[src/rtl/power_fsm.sv]
// power_fsm: board power sequencer with start request and long-press power-off button
module power_fsm #(
  parameter logic [2:0] LONG_PRESS_DELAY = 3'd7
) (
  input  logic clk,
  input  logic rst,
  input  logic ce,
  input  logic start,
  input  logic initial_pwr_off,
  input  logic pwr_btn,
  output logic pwr_enable
);
  typedef enum logic [2:0] {IDLE, ON_WAIT_RELEASE, ON, OFF_WAIT_RELEASE, OFF} state_t;
  state_t     r_state, w_state_nxt;
  logic [2:0] r_cnt, w_cnt_nxt;
  logic       r_pwr_enable;
  always_ff @(posedge clk) begin
    if (rst) begin
      r_state      <= IDLE;
      r_cnt        <= 3'd0;
      r_pwr_enable <= 1'b0;
    end else begin
      r_state      <= w_state_nxt;
      r_cnt        <= w_cnt_nxt;
      r_pwr_enable <= (w_state_nxt == ON) || (w_state_nxt == ON_WAIT_RELEASE);
    end
  end
  always_comb begin
    w_state_nxt = r_state;
    w_cnt_nxt   = r_cnt;
    if (r_state == IDLE) begin
      w_cnt_nxt = 3'd0;
      if (start) w_state_nxt = initial_pwr_off ? OFF_WAIT_RELEASE : ON_WAIT_RELEASE;
    end else if (ce) begin
      case (r_state)
        ON_WAIT_RELEASE: begin
          w_cnt_nxt   = 3'd0;
          w_state_nxt = pwr_btn ? ON_WAIT_RELEASE : ON;
        end
        ON: begin
          if (!pwr_btn) w_cnt_nxt = 3'd0;
          else if (r_cnt == LONG_PRESS_DELAY - 3'd1) begin
            w_cnt_nxt   = 3'd0;
            w_state_nxt = OFF_WAIT_RELEASE;
          end else w_cnt_nxt = r_cnt + 3'd1;
        end
        OFF_WAIT_RELEASE: begin
          w_cnt_nxt   = 3'd0;
          w_state_nxt = pwr_btn ? OFF_WAIT_RELEASE : OFF;
        end
        OFF: begin
          w_cnt_nxt   = 3'd0;
          w_state_nxt = pwr_btn ? ON_WAIT_RELEASE : OFF;
        end
        default: begin
          w_cnt_nxt   = 3'd0;
          w_state_nxt = IDLE;
        end
      endcase
    end
  end
  assign pwr_enable = r_pwr_enable;
endmodule

[config.mk]
export PLATFORM = sky130hd
export DESIGN_NAME = power_fsm
export DESIGN_NICKNAME = d
export VERILOG_FILES = /design/src/rtl/power_fsm.sv
export SDC_FILE = /design/constraint.sdc
export NUM_CORES = 1
export LEC_CHECK = 0
export BUFFER_PORTS_ARGS = -buffer_cell sky130_fd_sc_hd__buf_2
export CAP_MARGIN = 5
export CORE_AREA = 4 4 41 43
export DETAILED_ROUTE_END_ITERATION = 12
export DIE_AREA = 0 0 45 47
export PLACE_DENSITY_LB_ADDON = 0.12
export SETUP_SLACK_MARGIN = 0.05
export SYNTH_ARGS = -nofsm -noshare
export SYNTH_HDL_FRONTEND = slang
export SYNTH_SLANG_ARGS = --single-unit
[constraint.sdc]
create_clock -name clk -period 3.35 [get_ports clk]
set_input_delay 0.5025 -clock clk [delete_from_list [all_inputs] [get_ports clk]]
set_output_delay 0.5025 -clock clk [all_outputs]
set_load 0.05 [all_outputs]
==> summary.txt <==
Logic synthesis
  – Syn_area_per_cell: 8.43 µm²
  – Synth Instances: 49
  – Library cells used by synthesis: 25
  – Sequential area share after synthesis: 0.339
  – Mapped cell area: 413 µm²
  – Syn_nets: 55
  – Yosys Warn Count: 0
  – #FFs+latches synth: 7

Cells and area
  – Share of layout cells above drive strength 1: 0.224
  – Final cell count without fillers: 73
  – Fin util: 0.371
  – Post-layout net count: 65
  – Area occupied by multi-input gates: 256 µm²
  – Design Area, Final: slightly below 500 µm²
  – Register area: ~140 µm²
  – Filler cells: between 150 and 200
  – Ant. Diodes: 0
  – Area grow syn2layout: 17.0%

Detailed routing
  – Drt wl/cell: around 12 µm
  – DRC Markers: 0
  – DR iter-0 viols: 3
  – Vias: slightly above 400
  – Final WL: roughly 880 µm
  – DR vias/cell: ~5.5
  – Routed Antenna Nets: 0
  – DRT Pass-1 Iters: 2

Die
  – Initial Util: 0.317
  – Die area: between 2000 and 2500 µm²
  – Die Span Y: about 47 µm
  – Ports: 7
  – Chip width: approximately 45 µm
  – Core Footprint: 1300 µm²
  – Cell row count: 13

Critical path
  – CP bufs+invs: 0
  – Crit-path max FO: 9
  – Worst Path Arrival: around 1.7 ns
  – FF-to-FF setup slack: ~1.9 ns
  – Req. time, crit path: ~3.6 ns
  – Crit path kind: flop to flop
  – CP top delay family: compound AO/OA/AOI/OAI gates
  – CP Launch Type: flop
  – Critical path's slowest cell: dfxtp_1
  – Critical path endpoint category: flop
  – Critical Path Max Stage Delay: about 0.46 ns
  – CP cell instances: and4b_1, o2111ai_2, a2111oi_2, o211a_1

Clocking
  – CTS buffer count: 3
  – H-tree depth: 1
  – Post_cts resized: 0
  – Clock slew seen by the registers of the worst setup and hold paths: around 0.06 ns
  – CTS sink cnt: 7
  – CTS tree: yes
  – Post-CTS Repair Setup Buffers: 0
  – Hold_buf cts: 0
  – Clock Path Buffers: 2
  – Clk Latency, worst-skew pair: 0.25 ns
  – Root Buffer: clkbuf_4

Placed design
  – Detailed placement HPWL: 675 µm
  – Pre-CTS setup slack: between 1.5 and 2 ns
  – Placed Area: roughly 460 µm²
  – Gpl congestion: approximately 0.7
  – IO buf count: 6
  – Placed cells: 69

Global route
  – Vias in the first global route: 369
  – Initial antenna violation count: 0
  – Grt ovf: 0
  – First-pass GRT wire length: about 1.6 mm
  – Largest net degree at the start of global routing: 13
  – Total GRT Usage: 0.104

Timing
  – Unrepaired setup endpoints after global routing: no
  – Part of the cycle the worst path needs: 0.443
  – Final Setup Violations: 0
  – Tmin final: between 1 and 1.5 ns
  – Clk_skew: about 0.0029 ns
  – Fin Setup TNS: 0 ns
  – Slew of the pin with the lowest slew margin: 0.437 ns
  – Slew Limit Fails: 0
  – Worst slew margin: 0.706
  – Final hold violation count: 0
  – Worst Hold Margin: 0.433 ns
  – FMAX: just under 700 MHz
  – PnR worst setup slack: 1.87 ns

Status
  – Status: finished clean

Power and ir drop
  – Pleak: around 0.19 nW
  – VDD IR max: between 0.2 and 0.25 mV
  – Pwr per Cell Area: 480 nW/µm²
  – Pwr Total: 0.232 mW

Worst hold path
  – Hold Crit Class: input pin to flop

Flow run
  – Max Cap Viol: 0
## worst paths after layout
check                             start               endpoint  depth (start not counted)
hold / removal                      rst  r_state[0]$_SDFF_PP0_                          2
setup / recovery  r_state[1]$_SDFF_PP0_  pwr_enable$_SDFF_PP0_                          4
hold reg to reg   r_cnt[2]$_SDFFE_PP0P_  r_cnt[2]$_SDFFE_PP0P_                          2
setup reg to reg  r_state[1]$_SDFF_PP0_  pwr_enable$_SDFF_PP0_                          4
## power breakdown
group / switching (mW) / internal (mW) / leakage (nW)
Clock: 0.0349 / 0.0457 / 0.0150
Sequential: 0.00801 / 0.0897 / 0.0572
Combinational: 0.0316 / 0.0218 / 0.115
Total: 0.0745 / 0.157 / 0.187
## Yosys cell counts
cell	count	area share
o311a_2	1	0.027
a31oi_1	1	0.015
o21ai_0	1	0.012
nor2b_1	3	0.045
buf_2	1	0.012
dfxtp_1	7	0.34
a2111oi_2	1	0.036
or2_1	1	0.015
mux2i_1	1	0.024
o31a_1	1	0.021
inv_1	3	0.027
o31ai_1	2	0.036
nand4_1	1	0.015
and4b_1	1	0.024
nand4bb_1	1	0.027
nand3_1	1	0.012
nand2_1	4	0.036
and3_1	1	0.015
nand4b_1	1	0.021
o2111ai_2	1	0.036
nor2_1	4	0.036
a21oi_1	8	0.097
or3b_2	1	0.021
o211a_1	1	0.024
a311oi_1	1	0.021
## worst reg2reg max path: stages, from the launching register on
cell and delay, ns:
dfxtp_1 0.46, and4b_1 0.25, o2111ai_2 0.15, a2111oi_2 0.38, o211a_1 0.19
## flip-flops by register name (all words and copies together), names as in the netlist
signal,cells
pwr_enable,1
r_cnt,3
r_state,3
## cell type report
type,instances,area share
multi-input cells,38,0.531
flip-flops and latches,7,0.290
repair buffers,6,0.0622
clock buffers,4,0.0544
well taps,15,0.0389
inverters,3,0.0233
## cells in the final DEF (no fill, tap or decap), drive strengths merged, types with 2 or more instances in the layout
master / n
a21oi: 8
dfxtp: 7
buf: 6
nand2: 4
nor2: 4
clkbuf: 4
nor2b: 3
inv: 3
o31ai: 2
## layer usage
layer | GRT usage | vias to the layer above | routed length [µm]
li1 | - | 205 | -
met1 | 0.146 | 186 | 458
met2 | 0.150 | 8 | 369
met3 | 0.0230 | 4 | 34
met4 | 0.0526 | 0 | 20
met5 | 0 | - | 0
## cell families (layout without fill, tap and decap cells)
group	after synthesis	in the layout	synth area share
simple gates	19	19	0.270
compound gates	18	18	0.327
flops	7	7	0.339
buf+inv	4	13	0.0394
mux	1	1	0.0242
Power figures use the tool's default switching activity.
